**config.mk**
```make
export PLATFORM = sky130hd
export DESIGN_NAME = shift_register_sipo_rx
export DESIGN_NICKNAME = d
export VERILOG_FILES = /design/src/rtl/shift_register_sipo_rx.sv
export SDC_FILE = /design/constraint.sdc
export NUM_CORES = 1
export LEC_CHECK = 0
export ABC_AREA = 0
export CORE_MARGIN = 8
export CORE_UTILIZATION = 30
export CTS_BUF_LIST = sky130_fd_sc_hd__clkbuf_2 sky130_fd_sc_hd__clkbuf_4 sky130_fd_sc_hd__clkbuf_8
export CTS_CLUSTER_DIAMETER = 200
export DETAILED_ROUTE_END_ITERATION = 12
export GPL_ROUTABILITY_DRIVEN = 1
export PLACE_DENSITY_LB_ADDON = 0.05
export SLEW_MARGIN = 20
export SYNTH_ARGS = -nofsm -noshare
export SYNTH_HDL_FRONTEND = slang
export SYNTH_SLANG_ARGS = --single-unit
```
**constraint.sdc**
```tcl
create_clock -name clk -period 1.6 [get_ports clk]
set_input_delay 0.32 -clock clk [delete_from_list [all_inputs] [get_ports clk]]
set_output_delay 0.32 -clock clk [all_outputs]
set_load 0.02 [all_outputs]
```
**src/rtl/shift_register_sipo_rx.sv**
```systemverilog
// ---------------------------------------------------------------------------
// shift_register_sipo_rx
//
// Serial-in, parallel-out deserializer. Rebuilds N-bit words from a serial
// stream sent MSB first (the order a PISO emits tmp[N-1] first). Completed
// words are held in an output register with a valid/ready handshake. An
// optional start strobe aligns the word boundary, and a sticky overrun flag
// records words dropped because the consumer was not ready.
//
// Parameters:
//   N        word width in bits (N >= 2)
//   SYNC_REQ 1: ignore serial bits after reset until the first start
//            0: begin assembling immediately after reset
//
// Ports:
//   clk       rising-edge clock
//   rst       synchronous active-high reset
//   SI        serial data bit
//   SI_valid  SI is sampled only when this is high
//   start     marks the current (or next) valid bit as the MSB of a word
//   PO        assembled word, MSB = first bit received
//   PO_valid  PO holds an unconsumed word
//   PO_ready  consumer accepts PO when PO_valid && PO_ready
//   overrun   sticky: a completed word was dropped
// ---------------------------------------------------------------------------
module shift_register_sipo_rx #(
    parameter int N        = 8,
    parameter bit SYNC_REQ = 1'b1
) (
    input  logic         clk,
    input  logic         rst,
    input  logic         SI,
    input  logic         SI_valid,
    input  logic         start,
    output logic [N-1:0] PO,
    output logic         PO_valid,
    input  logic         PO_ready,
    output logic         overrun
);

    localparam int CNT_W = $clog2(N);

    typedef enum logic {
        HUNT,
        SHIFT
    } state_t;

    state_t           state;
    state_t           state_nxt;
    logic [CNT_W-1:0] cnt;
    logic [CNT_W-1:0] cnt_nxt;
    logic [N-1:0]     sh;
    logic [N-1:0]     sh_nxt;
    logic             word_done;
    logic [N-1:0]     word;

    // The finished word includes the bit arriving this cycle, so it is formed
    // from the shift register plus SI rather than waiting a cycle for sh.
    assign word = {sh[N-2:0], SI};

    always_ff @(posedge clk) begin
        if (rst) begin
            state <= SYNC_REQ ? HUNT : SHIFT;
            cnt   <= '0;
            sh    <= '0;
        end else begin
            state <= state_nxt;
            cnt   <= cnt_nxt;
            sh    <= sh_nxt;
        end
    end

    always_comb begin
        state_nxt = state;
        cnt_nxt   = cnt;
        sh_nxt    = sh;
        word_done = 1'b0;

        case (state)
            HUNT: begin
                if (start) begin
                    state_nxt = SHIFT;
                    if (SI_valid) begin
                        sh_nxt  = {sh[N-2:0], SI};
                        cnt_nxt = CNT_W'(1);
                    end else begin
                        cnt_nxt = '0;
                    end
                end
            end

            SHIFT: begin
                if (start) begin
                    // A start inside a word throws away the partial word; the
                    // stale upper bits of sh are shifted out before the next
                    // completion, so only cnt needs restarting.
                    if (SI_valid) begin
                        sh_nxt  = {sh[N-2:0], SI};
                        cnt_nxt = CNT_W'(1);
                    end else begin
                        cnt_nxt = '0;
                    end
                end else if (SI_valid) begin
                    sh_nxt = {sh[N-2:0], SI};
                    if (cnt == CNT_W'(N - 1)) begin
                        word_done = 1'b1;
                        cnt_nxt   = '0;
                    end else begin
                        cnt_nxt = cnt + CNT_W'(1);
                    end
                end
            end

            default: begin
                state_nxt = HUNT;
                cnt_nxt   = '0;
            end
        endcase
    end

    // Output holding register. A word completing while the held word is being
    // consumed replaces it in the same cycle, which keeps streaming bubble-free.
    always_ff @(posedge clk) begin
        if (rst) begin
            PO       <= '0;
            PO_valid <= 1'b0;
            overrun  <= 1'b0;
        end else if (word_done) begin
            if (!PO_valid || PO_ready) begin
                PO       <= word;
                PO_valid <= 1'b1;
            end else begin
                overrun <= 1'b1;
            end
        end else if (PO_valid && PO_ready) begin
            PO_valid <= 1'b0;
        end
    end

endmodule

```
==> qor.csv, run 1 <==
stage,metric,value,unit
run_status,status,completed,
setup_path,start_kind,flip-flop,
sta,worst_pin_slew,0.512,ns
clock_network,cts_sinks,21,
floorplan,coreArea,0.00269,sq mm
placed_design,dp_hpwl,1.31,mm
worst_hold_path,min_from,PO[7]$_SDFFE_PP0P_,
detailed_routing,drc_errors,0,
yosys,ys_async_sr_fraction,0,
sta,relSlewSlack,0.658,
yosys,netlist_instances,85,
yosys,yosysTopAreaCell,dfxtp_1,
clock_network,numCtsBuffers,3,
power_and_ir_drop,switching_share,0.214,
floorplan,die_area,0.00468,sq mm
setup_path,critPathCaptureType,flip-flop,
power_and_ir_drop,p_seq_frac,0.624,
setup_path,critPathRequiredTime,1.79,ns
power_and_ir_drop,powerDensity,799,mW/mm^2
sta,period_needed,1.36,ns
setup_path,crit_chain,ha_1 > ha_1 > and4b_1 > buf_4 > a21oi_1 > nor2_1,
job,maxCapViolations,0,
layout,layout_commonest_cell,dfxtp_1,
yosys,avgSynthCellArea,9.70,sq um
setup_path,r2r-start,cnt[0]$_SDFFE_PP0P_,
floorplan,die_w,68.4,microns
grt,grt_pass1_wl,3.04,mm
setup_path,cp_common_cell,ha_1,
clock_network,htree_levels,1,
floorplan,start_util,0.307,
detailed_routing,ant_nets,0,
grt,grt_max_degree,22,
setup_path,max_stage_delay,0.34,ns
power_and_ir_drop,p_comb_frac,0.068,
detailed_routing,viasPerCell,4.76,
yosys,synth_edf_count,0,
layout,nFillCells,280,
clock_network,post_cts_buffers,0,
clock_network,cts_tree,done,
power_and_ir_drop,clockPowerShare,0.309,
yosys,synthFlopType,dfxtp_1,
clock_network,clock-root-buffer,clkbuf_4,
sta,rsz0062_at_grt,false,
yosys,yosysSeqAreaShare,0.510,
sta,fin_ws,0.243,ns
detailed_routing,drt-pass1-iter-count,4,
floorplan,dieHeight,68.4,microns
layout,drive_above_1_share,0.105,
yosys,synth_area,825,sq um
layout,areaGrowthSynthToFinish,30.3,%
placed_design,gp_congestion,0.672,
detailed_routing,wl_per_cell,13.0,microns
detailed_routing,drt-initial-drc-count,18,
grt,grt_overflow,0,
power_and_ir_drop,ir_drop,0.361,mV
layout,layout.cells.non_filler,136,
power_and_ir_drop,finalPower,858,uW
setup_path,startpoint,cnt[0]$_SDFFE_PP0P_,
setup_path,path_max_fanout,9,
detailed_routing,wirelength,1.77,mm
layout,diodes,0,
yosys,synth_area_leaders,"dfxtp_1 51%, mux2i_1 11%, a21oi_1 6.7%, o21ai_0 5.5%, nand3_1 4.9%",
placed_design,io_buffers,15,
setup_path,crit_path_top_delay_cell,dfxtp_1,
power_and_ir_drop,p_leak,0.589,nW
clock_network,clockBufferDepth,2,
layout,layout_common_cells,"21 x dfxtp_1, 11 x a21oi_1, 10 x nor2_1",
yosys,yosysUniqueCellTypes,19,
yosys,syn-num-nets,93,
sta,fmax,0.737,GHz
power_and_ir_drop,p_sw,184,uW
sta,period_share,0.848,
power_and_ir_drop,internal_power,674,uW
placed_design,place_area,0.00102,sq mm
yosys,yosysWarnings,0,
clock_network,cts.reportedPaths.clkPinSlew,0.11,ns
yosys,yosys.area.top_type_share,0.510,
grt,track_usage,0.0841,
placed_design,preCtsSetupSlack,-0.0461,ns
placed_design,dp.cells,132,
worst_hold_path,hold_path_class,flip-flop to flip-flop,
grt,antenna_found_initial,0,
floorplan,ios,16,
floorplan,rows,19,
sta,hold_viol,0,
setup_path,worstSetupPathType,flip-flop to flip-flop,
layout,fin_area,0.00107,sq mm
grt,grt_pass1_vias,664,
sta,clock_skew,0.00500,ns
sta,finalSetupViolCount,0,
yosys,ys_ff_latch,21,
layout,nNetsFinal,114,
setup_path,cp.arrival,1.55,ns
sta,slew_violations,0,
clock_network,clk_latency,0.29,ns
detailed_routing,route.vias.total,648,
layout make-up:
class	instances	area (sq um)	share of cell area
Multi-Input combinational cell	59	369	0.343
Timing Repair Buffer	21	216	0.201
Tap cell	31	38.8	0.0361
Clock buffer	4	30.0	0.0279
Sequential cell	21	420	0.391
metrics by stage:
step,hold WS (ns),util,setup TNS (ns)
2_1_floorplan,0.397,-,0
3_3_place_gp,0.460,0.381,-0.0883
3_5_place_dp,0.469,0.381,-0.237
4_1_cts,0.486,0.392,0
5_1_grt,0.498,0.400,0
6_report,0.483,0.400,0
kinds of logic (layout without fill, tap and decap cells):
family	count (synthesis)	count (layout)	share of synthesized area
simple gates	27	27	0.167
compound gates	21	21	0.141
flops	21	21	0.510
mux	9	9	0.109
buf+inv	5	25	0.0425
fa+ha+maj	2	2	0.0303
routing by layer:
metal | GRT usage | share of wire
met1 | 0.0994 | 0.46
met2 | 0.137 | 0.47
met3 | 0.0245 | 0.058
met4 | 0.0384 | 0.012
met5 | 0 | 0
power by group through the flow:
stage | sequential, mW | clock, mW | combinational, mW
final | 0.535 | 0.265 | 0.0581
after floorplan | 0.546 | 0 | 0.0346
after CTS | 0.536 | 0.286 | 0.0598
after global routing | 0.537 | 0.306 | 0.0646
after global placement | 0.548 | 0 | 0.0591
after detailed placement | 0.547 | 0 | 0.0597
repair_timing:
action	CTS	global route
gates resized for setup	1	9
setup endpoints to repair	1	9
hold buffers	0	0
pin swaps	0	0
hold endpoints to repair	0	0
flip-flops by register name (all words and copies together), names as in the netlist:
signal,count
PO,8
sh,7
overrun,1
cnt,3
PO_valid,1
state,1
worst max-delay path: cells and delay by family (launching register included):
| family | cells | cell delay [ns] |
|---|---|---|
| and+or+nand+nor | 2 | 0.23 |
| DFF | 1 | 0.34 |
| AOI/OAI and AO/OA | 1 | 0.12 |
| buffers and inverters | 1 | 0.16 |
| adders and majority gates | 2 | 0.40 |
synth_stat cells, types with 2 or more instances:
cell type / count
nor3_1: 2
clkbuf_1: 2
dfxtp_1: 21
nor2_1: 10
mux2i_1: 9
buf_6: 2
o21ai_0: 9
nand3_1: 8
a21oi_1: 11
ha_1: 2
worst paths after layout:
path / to / cells after the start / slack, ns
setup / recovery: overrun$_SDFFE_PP0P_ / 6 / 0.24
hold / removal: PO[7]$_SDFFE_PP0P_ / 2 / 0.48
setup reg to reg: overrun$_SDFFE_PP0P_ / 6 / 0.24
hold reg to reg: PO[7]$_SDFFE_PP0P_ / 2 / 0.48
(Power assumes the default switching activity.)
==> run 2, diff against run 1 <==
==> constraint.sdc (replaced) <==
create_clock -name clk -period 1.17 [get_ports clk]
set_input_delay 0.234 -clock clk [delete_from_list [all_inputs] [get_ports clk]]
set_output_delay 0.234 -clock clk [all_outputs]
set_load 0.02 [all_outputs]
==> qor.csv, run 2 (same netlist as run 1, synthesis figures left out) <==
stage,metric,value,unit
detailed_routing,route.vias.total,670,
layout,top_regs,"PO (8), sh (7), cnt (3)",
floorplan,dieHeight,68.4,microns
grt,grt_overflow,0,
setup_path,max_stage_delay,0.37,ns
job,maxCapViolations,0,
sta,fmax,0.788,GHz
floorplan,die_area,0.00468,sq mm
setup_path,path_buf_inv,1,
power_and_ir_drop,switching_share,0.231,
power_and_ir_drop,powerDensity,1090,mW/mm^2
layout,nNetsFinal,117,
sta,relSlewSlack,0.747,
sta,worst_pin_slew,0.378,ns
layout,areaGrowthSynthToFinish,32.0,%
grt,track_usage,0.0831,
setup_path,critPathCaptureType,flip-flop,
power_and_ir_drop,p_leak,0.466,nW
setup_path,crit_chain,ha_4 > ha_4 > and4b_1 > buf_6 > nand3_1 > a21oi_1,
detailed_routing,drt-pass1-iter-count,4,
grt,grt_pass1_vias,625,
setup_path,crit_path_top_delay_cell,dfxtp_2,
layout,regMostFlops,PO,
sta,period_needed,1.27,ns
sta,fin_ws,-0.0996,ns
run_status,status,"complete, but fails checks",
sta,finalSetupViolCount,9,
clock_network,cts_tree,done,
grt,antenna_found_initial,0,
sta,rsz0062_at_grt,true,
power_and_ir_drop,p_sw,274,uW
floorplan,ios,16,
power_and_ir_drop,internal_power,911,uW
detailed_routing,wirelength,1.81,mm
placed_design,dp_hpwl,1.28,mm
worst_hold_path,hold_path_class,input port to flip-flop,
power_and_ir_drop,p_seq_frac,0.619,
grt,grt_max_degree,22,
placed_design,io_buffers,15,
detailed_routing,ant_nets,0,
power_and_ir_drop,clockPowerShare,0.294,
floorplan,start_util,0.307,
power_and_ir_drop,p_comb_frac,0.087,
setup_path,path_max_fanout,9,
sta,slew_violations,0,
sta,hold_viol,0,
detailed_routing,wl_per_cell,13.0,microns
clock_network,clockBufferDepth,2,
detailed_routing,drc_errors,0,
power_and_ir_drop,ir_drop,0.736,mV
setup_path,critPathRequiredTime,1.41,ns
setup_path,cp_common_cell,ha_4,
layout,diodes,0,
clock_network,cts.reportedPaths.clkPinSlew,0.12,ns
detailed_routing,viasPerCell,4.82,
layout,layout.cells.non_filler,139,
clock_network,numCtsBuffers,3,
layout,layout_commonest_cell,dfxtp_1,
clock_network,clk_latency,0.30,ns
clock_network,clock-root-buffer,clkbuf_4,
floorplan,coreArea,0.00269,sq mm
layout,drive_above_1_share,0.278,
clock_network,cts_sinks,21,
floorplan,rows,19,
placed_design,gp_congestion,0.677,
clock_network,htree_levels,1,
layout,layout_common_cells,"19 x dfxtp_1, 10 x a21oi_1, 10 x nor2_1, 10 x buf_2",
setup_path,start_kind,flip-flop,
layout,largest_register_ffs,8,
floorplan,die_w,68.4,microns
detailed_routing,drt-initial-drc-count,16,
setup_path,worstSetupPathType,flip-flop to flip-flop,
placed_design,dp.cells,135,
sta,clock_skew,0.00108,ns
sta,period_share,1.09,
grt,grt_pass1_wl,2.97,mm
run_status,violations,setup timing,
setup_path,cp.arrival,1.51,ns
setup_path,crit_family,flip-flops,
power_and_ir_drop,finalPower,1.19,mW
-- run 2: cell types whose count changed in the layout (fill, tap and decap cells not counted), moves of 2 or more --
cell,before,now
ha_1,2,0
o21ai_0,9,0
buf_2,0,10
dfxtp_2,0,2
buf_12,0,2
dfxtp_1,21,19
o21ai_1,0,9
dlymetal6s2s_1,9,1
ha_4,0,2
-- run 2: cell type report --
class,instances,area [sq um]
multi-input combinational,59,400
sequential,21,423
clock inverter,1,5.00
fill,293,1600
timing repair buffer,24,199
tap,31,38.8
clock buffer,3,22.5
-- run 2: timing repair --
item,CTS,global route
resized for setup,35,10
endpoints found under the setup margin,19,20
buffers inserted,0,0
hold buffers,0,0
pin swaps,0,3
-- run 2: path summary, 6_finish.rpt --
| kind | from | end | slack (ns) | cells after the start |
|---|---|---|---|---|
| worst min register to register | PO[4]$_SDFFE_PP0P_ | PO[4]$_SDFFE_PP0P_ | 0.48 | 2 |
| worst max register to register | cnt[1]$_SDFFE_PP0P_ | PO[3]$_SDFFE_PP0P_ | -0.1 | 6 |
| worst max-delay path | cnt[1]$_SDFFE_PP0P_ | PO[3]$_SDFFE_PP0P_ | -0.1 | 6 |
| worst min-delay path | SI_valid | cnt[0]$_SDFFE_PP0P_ | 0.28 | 3 |
-- run 2: metrics by stage --
step	utilization	hold WS (ns)	worst slack, ns	area, sq um	setup TNS (ns)
6_report	0.405	0.282	-0.0996	1090	-0.628
5_1_grt	0.405	0.308	-0.149	1090	-1.17
4_1_cts	0.419	0.489	-0.109	1130	-0.739
3_5_place_dp	0.409	0.467	-0.373	1100	-5.65
3_3_place_gp	0.409	0.467	-0.363	1100	-5.45
2_1_floorplan	-	0.303	-0.0458	852	-0.387
-- run 2: worst register-to-register path, cell delays in order, from the launching register on --
cell	delay (ns)
dfxtp_2	0.37
ha_4	0.14
ha_4	0.13
and4b_1	0.20
buf_6	0.14
nand3_1	0.10
a21oi_1	0.15
-- run 2: routing by layer --
layer,up-vias,share of wire,track usage,wire length (microns)
li1,345,-,-,-
met1,311,0.52,0.120,930
met2,12,0.41,0.107,740
met3,2,0.066,0.0213,120
met4,0,0.0072,0.0460,13
met5,-,0,0,0
-- run 2: power by group through the flow --
stage	combinational, mW	clock [mW]	sequential (mW)
2_1_floorplan	0.0480	0	0.748
3_5_place_dp	0.103	0	0.750
4_1_cts	0.104	0.369	0.734
5_1_grt	0.111	0.398	0.736
3_3_place_gp	0.103	0	0.750
6_report	0.103	0.348	0.734
==> run 3, diff against run 2 <==
==> constraint.sdc (replaced) <==
create_clock -name clk -period 1.5 [get_ports clk]
set_input_delay 0.3 -clock clk [delete_from_list [all_inputs] [get_ports clk]]
set_output_delay 0.3 -clock clk [all_outputs]
set_load 0.02 [all_outputs]
==> qor.csv, run 3 (same netlist as run 1, synthesis figures left out) <==
stage,metric,value,unit
run_status,status,completed,
floorplan,ios,16,
power_and_ir_drop,p_leak,0.473,nW
layout,fin_area,0.00106,sq mm
placed_design,gp_congestion,0.665,
grt,grt_use_met3,0.0213,
worst_hold_path,hold_path_class,flip-flop to flip-flop,
setup_path,reg2reg_to,overrun$_SDFFE_PP0P_,
job,maxCapViolations,0,
setup_path,r2r-start,cnt[0]$_SDFFE_PP0P_,
sta,period_share,0.911,
setup_path,path_max_fanout,9,
grt,track_usage,0.0815,
setup_path,rrSetupSlack,0.13,ns
sta,fin_ws,0.134,ns
clock_network,cts_tree,done,
floorplan,coreArea,0.00269,sq mm
layout,drive_above_1_share,0.113,
layout,layout.cells.non_filler,137,
detailed_routing,wirelength,1.80,mm
grt,antenna_found_initial,0,
clock_network,cts_sinks,21,
setup_path,crit_path_top_delay_cell,dfxtp_1,
placed_design,place_area,0.00104,sq mm
setup_path,cp.arrival,1.58,ns
sta,finalSetupViolCount,0,
detailed_routing,viasPerCell,4.90,
layout,layout_commonest_cell,dfxtp_1,
setup_path,start_kind,flip-flop,
placed_design,io_buffers,15,
grt,grt.met2_usage,0.143,
placed_design,preCtsSetupSlack,-0.125,ns
detailed_routing,drt-pass1-iter-count,4,
layout,fin_util,0.394,
setup_path,worstSetupPathType,flip-flop to flip-flop,
layout,nNetsFinal,115,
setup_path,crit_chain,ha_1 > ha_1 > and4b_1 > buf_4 > a21oi_1 > nor2_1,
detailed_routing,drc_errors,0,
clock_network,clockBufferDepth,2,
floorplan,die_w,68.4,microns
setup_path,reg2reg_depth,6,
grt,grt_pass1_wl,2.93,mm
layout,nFillCells,286,
sta,fmax,0.732,GHz
layout,regMostFlops,PO,
detailed_routing,wl_per_cell,13.1,microns
grt,met1_usage,0.0890,
clock_network,clock-root-buffer,clkbuf_4,
grt,grt_pass1_vias,660,
layout,areaGrowthSynthToFinish,28.4,%
clock_network,htree_levels,1,
sta,relSlewSlack,0.644,
detailed_routing,ant_nets,0,
placed_design,dp.cells,133,
sta,slew_violations,0,
layout,diodes,0,
power_and_ir_drop,ir_drop,0.499,mV
setup_path,path_buf_inv,1,
setup_path,cp_common_cell,ha_1,
setup_path,crit_family,adder cells,
detailed_routing,route.vias.total,671,
layout,top_regs,"PO (8), sh (7), cnt (3)",
setup_path,max_stage_delay,0.34,ns
sta,hold_viol,0,
sta,period_needed,1.37,ns
setup_path,critPathRequiredTime,1.71,ns
sta,worst_pin_slew,0.532,ns
worst_hold_path,hold_end,PO[7]$_SDFFE_PP0P_,
floorplan,rows,19,
sta,clock_skew,0.00648,ns
floorplan,start_util,0.307,
sta,tns,0,ns
floorplan,dieHeight,68.4,microns
detailed_routing,drt-initial-drc-count,17,
placed_design,dp_hpwl,1.32,mm
grt,grt_max_degree,22,
layout,largest_register_ffs,8,
worst_hold_path,min_path_cells,2,
grt,grt.busiest_layer,met2,
clock_network,clk_latency,0.30,ns
floorplan,die_area,0.00468,sq mm
grt,grt_overflow,0,
setup_path,critPathCaptureType,flip-flop,
power_and_ir_drop,powerDensity,862,mW/mm^2
worst_hold_path,min_from,sh[6]$_SDFFE_PP0P_,
clock_network,numCtsBuffers,3,
layout,layout_common_cells,"21 x dfxtp_1, 11 x a21oi_1, 10 x nor2_1, 10 x dlygate4sd2_1",
clock_network,cts.reportedPaths.clkPinSlew,0.12,ns
sta,rsz0062_at_grt,false,
[run 3: changes by cell type in the layout (fill, tap and decap cells not counted), moves of 2 or more]
cell and change:
ha_1 +2, buf_2 -10, dfxtp_1 +2, o21ai_1 -9, o21ai_0 +9, dfxtp_2 -2, dlygate4sd2_1 +10, ha_4 -2
[run 3: layout make-up]
cell class | instances | area, sq um | area share
Clock buffer | 3 | 22.5 | 0.0213
Tap cell | 31 | 38.8 | 0.0366
Multi-Input combinational cell | 59 | 369 | 0.349
Timing Repair Buffer | 22 | 203 | 0.191
Clock inverter | 1 | 5.00 | 0.00473
Sequential cell | 21 | 420 | 0.397
[run 3: worst max path at each step]
| stage | start | cells after the start | slack [ns] | endpoint |
|---|---|---|---|---|
| global route | cnt[0]$_SDFFE_PP0P_ | 6 | 0.01 | PO[4]$_SDFFE_PP0P_ |
| detailed placement | start | 5 | -0.13 | sh[1]$_SDFFE_PP0P_ |
| CTS | cnt[0]$_SDFFE_PP0P_ | 6 | 0.12 | PO[1]$_SDFFE_PP0P_ |
| floorplan | cnt[0]$_SDFFE_PP0P_ | 6 | 0.24 | overrun$_SDFFE_PP0P_ |
| finish | cnt[0]$_SDFFE_PP0P_ | 6 | 0.13 | overrun$_SDFFE_PP0P_ |
| global placement | start | 5 | -0.10 | sh[1]$_SDFFE_PP0P_ |
[run 3: what timing repair did]
item / 4_1_cts / 5_1_grt
hold buffers: 0 / 0
endpoints found under the setup margin: 10 / 0
resized for setup: 10 / 0
setup buffers: 0 / 0
[run 3: worst register-to-register path, delay by kind of cell, from the launching register on]
| family | cells | cell delay (ns) |
|---|---|---|
| AOI/OAI and AO/OA | 1 | 0.14 |
| adders and majority gates | 2 | 0.40 |
| buffers and inverters | 1 | 0.16 |
| DFF | 1 | 0.34 |
| and+or+nand+nor | 2 | 0.23 |
[run 3: stage by stage]
stage          hold slack [ns]  power [mW]
2_1_floorplan            0.377       0.619
3_3_place_gp             0.459       0.653
3_5_place_dp             0.462       0.655
4_1_cts                  0.481       0.936
5_1_grt                  0.500       0.964
6_report                 0.478       0.912
[run 3: power breakdown]
part           internal [mW]  total [mW]  switching (mW)
Combinational         0.0389      0.0698          0.0309
Sequential             0.564       0.572         0.00738
Clock                 0.0993       0.271           0.172
[run 3: per-layer routing]
| metal | vias to the layer above | part of all wire |
|---|---|---|
| met5 | - | 0 |
| met4 | 0 | 0.0089 |
| met3 | 2 | 0.056 |
| met2 | 8 | 0.48 |
| met1 | 321 | 0.45 |
| li1 | 340 | - |
